File: src/rtl/dfe_pam4_receiver.sv
// Purpose: 1-tap decision-feedback equalizer and slicer for PAM-4 samples, with sign-sign LMS tap training.
// Latency: 1 cycle from a valid sample to the registered symbol/eq outputs; the decision loop closes in one cycle.
// Backpressure: none; one sample is accepted whenever i_signal_in_valid is high, and idle cycles hold all state.
module dfe_pam4_receiver #(
  parameter int SIGNAL_RESOLUTION = 8,
  parameter int SYMBOL_SEPERATION = 56,
  parameter int TAP_FRAC_BITS     = 8,
  parameter int H1_INIT           = 0,
  parameter int ADAPT_LENGTH      = 256,
  parameter int MU_STEP           = 1
) (
  input  logic                                clk,
  input  logic                                rst,
  input  logic signed [SIGNAL_RESOLUTION-1:0] i_signal_in,
  input  logic                                i_signal_in_valid,
  input  logic                                i_adapt_restart,
  output logic        [1:0]                   o_symbol_out,
  output logic                                o_symbol_out_valid,
  output logic signed [SIGNAL_RESOLUTION-1:0] o_eq_out,
  output logic        [TAP_FRAC_BITS-1:0]     o_tap_out,
  output logic                                o_locked
);

  localparam int W  = SIGNAL_RESOLUTION;
  // Two guard bits keep input minus feedback exact for any tap value.
  localparam int EW = W + 2;
  localparam int PW = EW + TAP_FRAC_BITS + 1;
  localparam int CW = (ADAPT_LENGTH > 1) ? $clog2(ADAPT_LENGTH) : 1;

  // Ideal PAM-4 levels, centred on zero.
  localparam logic signed [EW-1:0] LV0   = EW'(-(3 * SYMBOL_SEPERATION) / 2);
  localparam logic signed [EW-1:0] LV1   = EW'(-SYMBOL_SEPERATION / 2);
  localparam logic signed [EW-1:0] LV2   = EW'(SYMBOL_SEPERATION / 2);
  localparam logic signed [EW-1:0] LV3   = EW'((3 * SYMBOL_SEPERATION) / 2);
  localparam logic signed [EW-1:0] SEP_P = EW'(SYMBOL_SEPERATION);
  localparam logic signed [EW-1:0] SEP_N = EW'(-SYMBOL_SEPERATION);

  // Symmetric saturation limits for the equalized output.
  localparam logic signed [EW-1:0] EQ_MAX_E = EW'((1 << (W - 1)) - 1);
  localparam logic signed [EW-1:0] EQ_MIN_E = EW'(-((1 << (W - 1)) - 1));
  localparam logic signed [W-1:0]  EQ_MAX_W = W'((1 << (W - 1)) - 1);
  localparam logic signed [W-1:0]  EQ_MIN_W = W'(-((1 << (W - 1)) - 1));

  localparam logic [TAP_FRAC_BITS:0]   TAP_MAX_X = (TAP_FRAC_BITS + 1)'((1 << TAP_FRAC_BITS) - 1);
  localparam logic [TAP_FRAC_BITS:0]   MU_X      = (TAP_FRAC_BITS + 1)'(MU_STEP);
  localparam logic [TAP_FRAC_BITS-1:0] MU_T      = TAP_FRAC_BITS'(MU_STEP);
  localparam logic [CW-1:0]            CNT_LAST  = CW'(ADAPT_LENGTH - 1);

  typedef enum logic [1:0] {
    ST_IDLE   = 2'd0,
    ST_ADAPT  = 2'd1,
    ST_LOCKED = 2'd2
  } state_t;

  state_t                    r_state;
  logic [CW-1:0]             r_cnt;
  logic                      r_locked;
  logic [TAP_FRAC_BITS-1:0]  r_tap;
  logic [1:0]                r_dprev;
  logic [1:0]                r_sym;
  logic                      r_sym_vld;
  logic signed [W-1:0]       r_eq;

  logic signed [EW-1:0]      w_lprev;
  logic signed [PW-1:0]      w_tap_ext;
  logic signed [PW-1:0]      w_lprev_ext;
  logic signed [PW-1:0]      w_prod;
  logic signed [EW-1:0]      w_fb;
  logic signed [EW-1:0]      w_sig_ext;
  logic signed [EW-1:0]      w_eq;
  logic [1:0]                w_dec;
  logic signed [EW-1:0]      w_ldec;
  logic signed [EW:0]        w_err;
  logic                      w_tap_inc;
  logic                      w_tap_dec;
  logic [TAP_FRAC_BITS:0]    w_tap_sum;
  logic [TAP_FRAC_BITS-1:0]  w_tap_up;
  logic [TAP_FRAC_BITS-1:0]  w_tap_dn;
  logic signed [W-1:0]       w_eq_sat;
  logic                      w_adapt_now;

  function automatic logic signed [EW-1:0] f_level(input logic [1:0] s);
    case (s)
      2'd0:    f_level = LV0;
      2'd1:    f_level = LV1;
      2'd2:    f_level = LV2;
      default: f_level = LV3;
    endcase
  endfunction

  // Feedback term: signed tap*level product, arithmetic shift floors toward -inf.
  assign w_lprev     = f_level(r_dprev);
  assign w_tap_ext   = PW'({1'b0, r_tap});
  assign w_lprev_ext = PW'(w_lprev);
  assign w_prod      = w_tap_ext * w_lprev_ext;
  assign w_fb        = EW'(w_prod >>> TAP_FRAC_BITS);
  assign w_sig_ext   = EW'(i_signal_in);
  assign w_eq        = w_sig_ext - w_fb;

  // Slicer: thresholds at -SEP, 0, +SEP.
  always_comb begin
    w_dec = 2'd0;
    if (w_eq < SEP_N)       w_dec = 2'd0;
    else if (w_eq < 0)      w_dec = 2'd1;
    else if (w_eq < SEP_P)  w_dec = 2'd2;
    else                    w_dec = 2'd3;
  end

  // Slicer error against the chosen ideal level drives the sign-sign update.
  assign w_ldec    = f_level(w_dec);
  assign w_err     = EW'(w_eq) - EW'(w_ldec) + (EW + 1)'(0);
  assign w_tap_inc = (w_err != '0) && (w_err[EW] == w_lprev[EW-1]);
  assign w_tap_dec = (w_err != '0) && (w_err[EW] != w_lprev[EW-1]);

  // Saturating tap step in both directions; the tap never wraps.
  assign w_tap_sum = {1'b0, r_tap} + MU_X;
  assign w_tap_up  = (w_tap_sum > TAP_MAX_X) ? TAP_MAX_X[TAP_FRAC_BITS-1:0] : w_tap_sum[TAP_FRAC_BITS-1:0];
  assign w_tap_dn  = (r_tap < MU_T) ? '0 : (r_tap - MU_T);

  // Clip the equalized value to the symmetric output range.
  always_comb begin
    w_eq_sat = W'(w_eq);
    if (w_eq > EQ_MAX_E)      w_eq_sat = EQ_MAX_W;
    else if (w_eq < EQ_MIN_E) w_eq_sat = EQ_MIN_W;
  end

  // Adaptation uses the state before any coincident restart takes effect.
  assign w_adapt_now = i_signal_in_valid && (r_state == ST_ADAPT);

  // Output registers and the previous-decision register advance only on valid samples.
  always_ff @(posedge clk) begin
    if (rst) begin
      r_sym     <= 2'd0;
      r_sym_vld <= 1'b0;
      r_eq      <= '0;
      r_dprev   <= 2'd0;
    end else begin
      r_sym_vld <= i_signal_in_valid;
      if (i_signal_in_valid) begin
        r_sym   <= w_dec;
        r_eq    <= w_eq_sat;
        r_dprev <= w_dec;
      end
    end
  end

  // Tap moves by one step per valid training sample, and is frozen otherwise.
  always_ff @(posedge clk) begin
    if (rst) begin
      r_tap <= TAP_FRAC_BITS'(H1_INIT);
    end else if (w_adapt_now) begin
      if (w_tap_inc)      r_tap <= w_tap_up;
      else if (w_tap_dec) r_tap <= w_tap_dn;
    end
  end

  // Training state machine; restart wins over the end-of-training transition.
  always_ff @(posedge clk) begin
    if (rst) begin
      r_state  <= ST_IDLE;
      r_cnt    <= '0;
      r_locked <= 1'b0;
    end else if (i_adapt_restart) begin
      r_state  <= ST_ADAPT;
      r_cnt    <= '0;
      r_locked <= 1'b0;
    end else if (i_signal_in_valid) begin
      case (r_state)
        ST_IDLE: begin
          r_state <= ST_ADAPT;
        end
        ST_ADAPT: begin
          if (r_cnt == CNT_LAST) begin
            r_state  <= ST_LOCKED;
            r_cnt    <= '0;
            r_locked <= 1'b1;
          end else begin
            r_cnt <= r_cnt + CW'(1);
          end
        end
        ST_LOCKED: begin
          r_locked <= 1'b1;
        end
        default: begin
          r_state  <= ST_IDLE;
          r_locked <= 1'b0;
        end
      endcase
    end
  end

  assign o_symbol_out       = r_sym;
  assign o_symbol_out_valid = r_sym_vld;
  assign o_eq_out           = r_eq;
  assign o_tap_out          = r_tap;
  assign o_locked           = r_locked;

endmodule
File: config.mk
export PLATFORM = sky130hd
export DESIGN_NAME = dfe_pam4_receiver
export DESIGN_NICKNAME = d
export VERILOG_FILES = /design/src/rtl/dfe_pam4_receiver.sv
export SDC_FILE = /design/constraint.sdc
export NUM_CORES = 1
export LEC_CHECK = 0
export CAP_MARGIN = 15
export CELL_PAD_IN_SITES_DETAIL_PLACEMENT = 0
export CELL_PAD_IN_SITES_GLOBAL_PLACEMENT = 2
export CORE_ASPECT_RATIO = 1.1
export CORE_UTILIZATION = 37
export DETAILED_ROUTE_END_ITERATION = 8
export PLACE_DENSITY = 0.84
export SLEW_MARGIN = 10
export SYNTH_ARGS = -nofsm -noshare
export SYNTH_HDL_FRONTEND = slang
export SYNTH_SLANG_ARGS = --single-unit
File: constraint.sdc
create_clock -name clk -period 9.2 [get_ports clk]
set_input_delay 0.92 -clock clk [delete_from_list [all_inputs] [get_ports clk]]
set_output_delay 0.92 -clock clk [all_outputs]
set_load 0.01 [all_outputs]
# ---- Word level (Yosys, flattened, before mapping)
# Cells that the tools add are included.
dict set report op_classes {
  add_sub_neg 5
  n_mul 1
  n_lt_le_gt_ge 7
  n_eq_ne 12
  muxes 18
  bitwise_logic 2
  n_reduce_logical 15
}
# operator n
set op_table {}
lappend op_table {{one-hot mux 10 bit (3 select lines)} 2}
lappend op_table {{two-way mux 8 bit} 7}
lappend op_table {{less-than comparator 10 x 7 -> 1 bit (second input constant)} 2}
lappend op_table {{multiplier 9 x 10 -> 18 bit} 1}
lappend op_table {{nonzero test 11 bit} 1}
lappend op_table {{subtractor 10 x 10 -> 11 bit} 1}
lappend op_table {{> comparator 10 x 8 -> 1 bit (second input constant)} 1}
lappend op_table {{less-than comparator 10 x 1 -> 1 bit (second input constant)} 1}
lappend op_table {{less-than comparator 10 x 8 -> 1 bit (second input constant)} 1}
lappend op_table {{subtractor 8 x 10 -> 10 bit} 1}
lappend op_table {{adder 8 x 1 -> 9 bit (second input constant)} 1}
lappend op_table {{> comparator 9 x 8 -> 1 bit (second input constant)} 1}
lappend op_table {{AND reduction 3 bit} 3}
lappend op_table {{adder 8 x 1 -> 8 bit (second input constant)} 1}
lappend op_table {{== test 8 bit (second input constant)} 1}
lappend op_table {{less-than comparator 8 x 1 -> 1 bit (second input constant)} 1}
lappend op_table {{subtractor 8 x 1 -> 8 bit (second input constant)} 1}
lappend op_table {{== test 2 x 1 -> 1 bit (second input constant)} 3}
lappend op_table {{== test 2 bit (second input constant)} 3}
lappend op_table {{logical NOT 2 bit} 3}
lappend op_table {{two-way mux 2 bit} 3}
lappend op_table {{one-hot mux 2 bit (3 select lines)} 1}
lappend op_table {{two-way mux 1 bit} 4}
lappend op_table {{AND reduction 2 bit} 2}
lappend op_table {{other kinds (10)} 14}
dict set report totals {
  reg_bits 30
  inputBits 12
  output_inout_bits 20
}

# ---- Depth between registers and ports, before layout
dict set report depth {
  word_depth 15
  ltp_mapped 42
}

# ---- Worst setup path after synthesis
# No wires, ideal clock.
dict set report synth_path {
  path_type {register -> register}
  from {register r_tap[3] (netlist: o_tap_out[3])}
  to {register r_tap[2] (netlist: o_tap_out[2])}
  arrival_ns 8.400
  required_time_ns 9.067
  slack_ns 0.667
  path_stages_with_launch 36
  path_buffers 1
  synth_period_minus_slack_ns 8.533
  cell_sequence {dfxtp_1 clkbuf_1 nor2b_1 fa_1 fa_1 fa_1 inv_1 fa_1 inv_1 ha_1 nand2_1 nor2_1 a211oi_1 o21ai_0 a21oi_1 o21ai_0 xnor2_1 ha_1 a21oi_1 nand2_1 a41oi_1 xnor2_1 xnor2_2 inv_2 ha_1 o21a_1 inv_1 ha_1 or3_1 a221oi_2 o41ai_2 or2_1 mux2_4 or3_1 a21oi_1 nor4_2}
}
dict set report synth_between {
  elab_chain_len 13
  word_cells_on_any_way 27
}
# element line
set synth_rtl {}
lappend synth_rtl {{start, declared} 58} ;# logic [TAP_FRAC_BITS-1:0] r_tap;
lappend synth_rtl {{start signal, assigned} 150} ;# r_tap <= TAP_FRAC_BITS'(H1_INIT);
lappend synth_rtl {{start signal, assigned} 152} ;# if (w_tap_inc) r_tap <= w_tap_up;
lappend synth_rtl {{start signal, assigned} 153} ;# else if (w_tap_dec) r_tap <= w_tap_dn;
lappend synth_rtl {{multiplier 9 x 10 -> 18 bit} 95} ;# assign w_prod = w_tap_ext * w_lprev_ext;
lappend synth_rtl {{subtractor 8 x 10 -> 10 bit} 98} ;# assign w_eq = w_sig_ext - w_fb;
lappend synth_rtl {{less-than comparator 10 x 7 -> 1 bit} 105} ;# else if (w_eq < SEP_P) w_dec = 2'd2;
lappend synth_rtl {{two-way mux 1 bit} 105}
lappend synth_rtl {{two-way mux 2 bit} 104} ;# else if (w_eq < 0) w_dec = 2'd1;
lappend synth_rtl {{two-way mux 2 bit} 103} ;# if (w_eq < SEP_N) w_dec = 2'd0;
lappend synth_rtl {{== test 2 bit, or another cell as far along} 83} ;# case (s)
lappend synth_rtl {{one-hot mux 10 bit (3 select lines)} 83}
lappend synth_rtl {{subtractor 10 x 10 -> 11 bit} 111} ;# assign w_err = EW'(w_eq) - EW'(w_ldec) + (EW + 1)'(0);
lappend synth_rtl {{nonzero test 11 bit, or another cell as far along} {112, 113}}
lappend synth_rtl {{logical AND 1 bit (on tied branches)} {112, 113}}
lappend synth_rtl {{nonzero test 2 bit (no source line)} --}
lappend synth_rtl {{AND reduction 2 bit (no source line)} --}
# Several ways; a longest one is shown, not always the timed one. The select of a mux whose other input is x is not followed.
# A chain may end at the register's enable or synchronous reset.

# ---- Worst setup path in the final report
dict set report layout_path {
  from {register r_tap[1] (netlist: o_tap_out[1])}
  to {register r_tap[2] (netlist: o_tap_out[2])}
}
# Same word-level chain as after synthesis.

==> summary.md <==
| Metric | Value |
|---|---|
| Syn-to-layout area delta | 17.86% |
| Synthesized instance count | 546 |
| Root Buffer Master | clkbuf_16 |
| Req. time, crit path | 9.35 ns |
| Die Y | between 100 and 150 um |
| Yosys reg bits | 30 |
| Die W | 107.0 um |
| Share of cells above drive strength 1 | about 10% |
| Synth area leader | fa_1 |
| WHS | approximately 0.47 ns |
| Input/output buffers | 31 |
| Final critical-path share of the clock period | 94.29% |
| CTS max path bufs | 2 |
| CP peak stage delay | about 0.57 ns |
| Fillers | between 1000 and 1500 |
| Async set or reset register ratio after synthesis | 0% |
| DRT Wirelength | ~11 mm |
| Most Frequent Cell on Critical Path | fa_1 |
| Crit path DAT | between 8 and 9 ns |
| Post-DP Area | 0.005002 mm^2 |
| Clock transition at the registers of the reported paths | 0.06 ns |
| Slew @ Worst Pin | just under 0.6 ns |
| Vias in the first global route | roughly 4000 |
| GRT Residual Overflow | 0 |
| Detailed Place HPWL | approximately 9 mm |
| Post-synth EDFFs | 0 |
| Sequential Area | just over 600 um^2 |
| MaxCap Viol Count | 0 |
| CTS Hold Bufs | 0 |
| Setup Skew | about 0.006 ns |
| Via Count | about 3800 |
| Tmin final | 8.675 ns |
| Top cells by area, synth | fa_1 (19%), ha_1 (14%), dfxtp_1 (13%) |
| Maximum clock frequency | roughly 120 MHz |
| Mean post-synth cell area | just over 8 um^2 |
| Syn Std Cell Area | approximately 0.0045 mm^2 |
| Status | finished clean |
| Largest net degree at the start of global routing | 25 |
| GR Util All Layers | approximately 18% |
| CTS H-tree lvls | 2 |
| Row Count | 41 |
| Initial core utilization | between 30% and 40% |
| Slew headroom | between 60% and 70% |
| Top-count cell post-synth | inv_1 |
| Yosys warnings | 0 |
| Top_reg_cell synth | dfxtp_1 |
| Antenna violations before repair | 0 |
| Crit path capture type | flop |
| Initial DRC Count | between 150 and 200 |
| Per-cell routed wire length | about 15 um |
| Slowest cell on the critical path | fa_1 |
| Top-area cell type share of the netlist area | approximately a fifth |
| Worst skew pair latency | around 0.27 ns |
| Fin. Hold Viols | 0 |
| Unique cell type count in the Yosys netlist | between 60 and 70 |
| Post-synth top cells | inv_1 (72), ha_1 (51), nor2_1 (48) |
| Startpoint Class | flop |
| Post-Syn Nets | about 650 |
| RSZ-0062 raised after global routing | no |
| First-pass GRT wire length | about 19 mm |
| Num CTS Buffers | 5 |
| Core Area | about 0.012 mm^2 |
| Worst Setup Path Type | flop to flop |
| Vias per inst | 5.251 |
| Clk sinks | 30 |
| Hold Path Class | flop to flop |
| Antenna cell count | 0 |
| Max-slew violations | 0 |
| CTS tree | done |
| IO Count | 32 |
| DRC | 0 |
| Fin nets | a little under 700 |
| Remaining antenna violation count | 0 |
| Multi-input logic area | about 0.0036 mm^2 |
| TNS Setup | 0 ns |
| Worst-path fanout max | 13 |
| Final setup violation count | 0 |
| Final non-filler cell area | about 0.0053 mm^2 |
| Die ar. | between 0.01 and 0.015 mm^2 |
| Drt first pass iters | 4 |
| Final GP Congestion | approximately 0.85 |
| Register area share after synthesis | 13.39% |
registers in the layout, summed over array words and instances (netlist names):
name,flops
o_eq_out,8
o_locked,1
o_symbol_out,2
o_symbol_out_valid,1
o_tap_out,8
r_cnt,8
r_state,2
per-stage QoR:
stage               util, %  std cells  setup slack [ns]
global placement      42.96        722            0.3255
CTS                   44.67        730            0.1150
floorplan                 -        546            0.6673
global route          45.39        733         0.0006803
detailed placement    42.96        722            0.1469
finish                45.39        733            0.5249
per-layer routing:
| metal | part of all wire (%) | global-route usage (%) |
|---|---|---|
| met2 | 51 | 32.38 |
| met3 | 2.9 | 1.827 |
| met4 | 1.7 | 5.479 |
| met5 | 0 | 0 |
| met1 | 44 | 23.67 |
critical path: cells and delay by family (launching register included):
family	cells	cell delay, ns
buf+inv	5	0.71
flops	1	0.38
fa+ha+maj	7	2.98
compound gates	7	1.26
mux	2	0.75
simple gates	10	2.46
what timing repair did:
| action | CTS | global route |
|---|---|---|
| endpoints found under the setup margin | 0 | 8 |
| resized for setup | 0 | 17 |
| setup buffers | 0 | 3 |
cell type report:
class | instances | share of cell area [%]
timing repair buffer | 48 | 8.286
inverter | 74 | 5.327
clock inverter | 2 | 1.136
clock buffer | 6 | 2.628
tap | 150 | 3.551
sequential | 30 | 11.41
multi-input combinational | 423 | 67.66
layout by cell type (no fill, tap or decap), types with 11 or more instances in the layout:
master | synthesis | final
dfxtp_1 | 30 | 28
and2_1 | 13 | 13
o21ai_0 | 18 | 17
xnor2_1 | 14 | 13
nand2_1 | 39 | 39
a21oi_1 | 27 | 26
ha_1 | 51 | 49
buf_4 | 1 | 17
clkdlybuf4s50_1 | 0 | 31
nor2b_1 | 18 | 15
nor3_1 | 14 | 14
xor2_1 | 11 | 11
fa_1 | 42 | 42
nand3_1 | 15 | 15
inv_1 | 72 | 69
nor2_1 | 48 | 46
kinds of logic (layout without fill, tap and decap cells):
logic type	after synthesis	count (layout)	share of synthesized area, %
mux	9	9	2.121
other cells	1	1	0.08363
compound gates	109	109	17.02
flops	30	30	13.39
xor+xnor	27	27	5.608
simple gates	184	184	20.70
fa+ha+maj	93	93	32.98
buf+inv	93	130	8.092
path summary, 6_finish.rpt:
check	startpoint	endpoint	slack, ns	depth (start not counted)
min reg2reg	o_eq_out[2]	o_eq_out[2]	0.47	2
min	o_eq_out[2]	o_eq_out[2]	0.47	2
max reg2reg	o_tap_out[1]	o_tap_out[2]	0.52	31
max	o_tap_out[1]	o_tap_out[2]	0.52	31
Power is not shown: default switching activity piles up to over one toggle a cycle in this logic, so the estimate is an artifact.
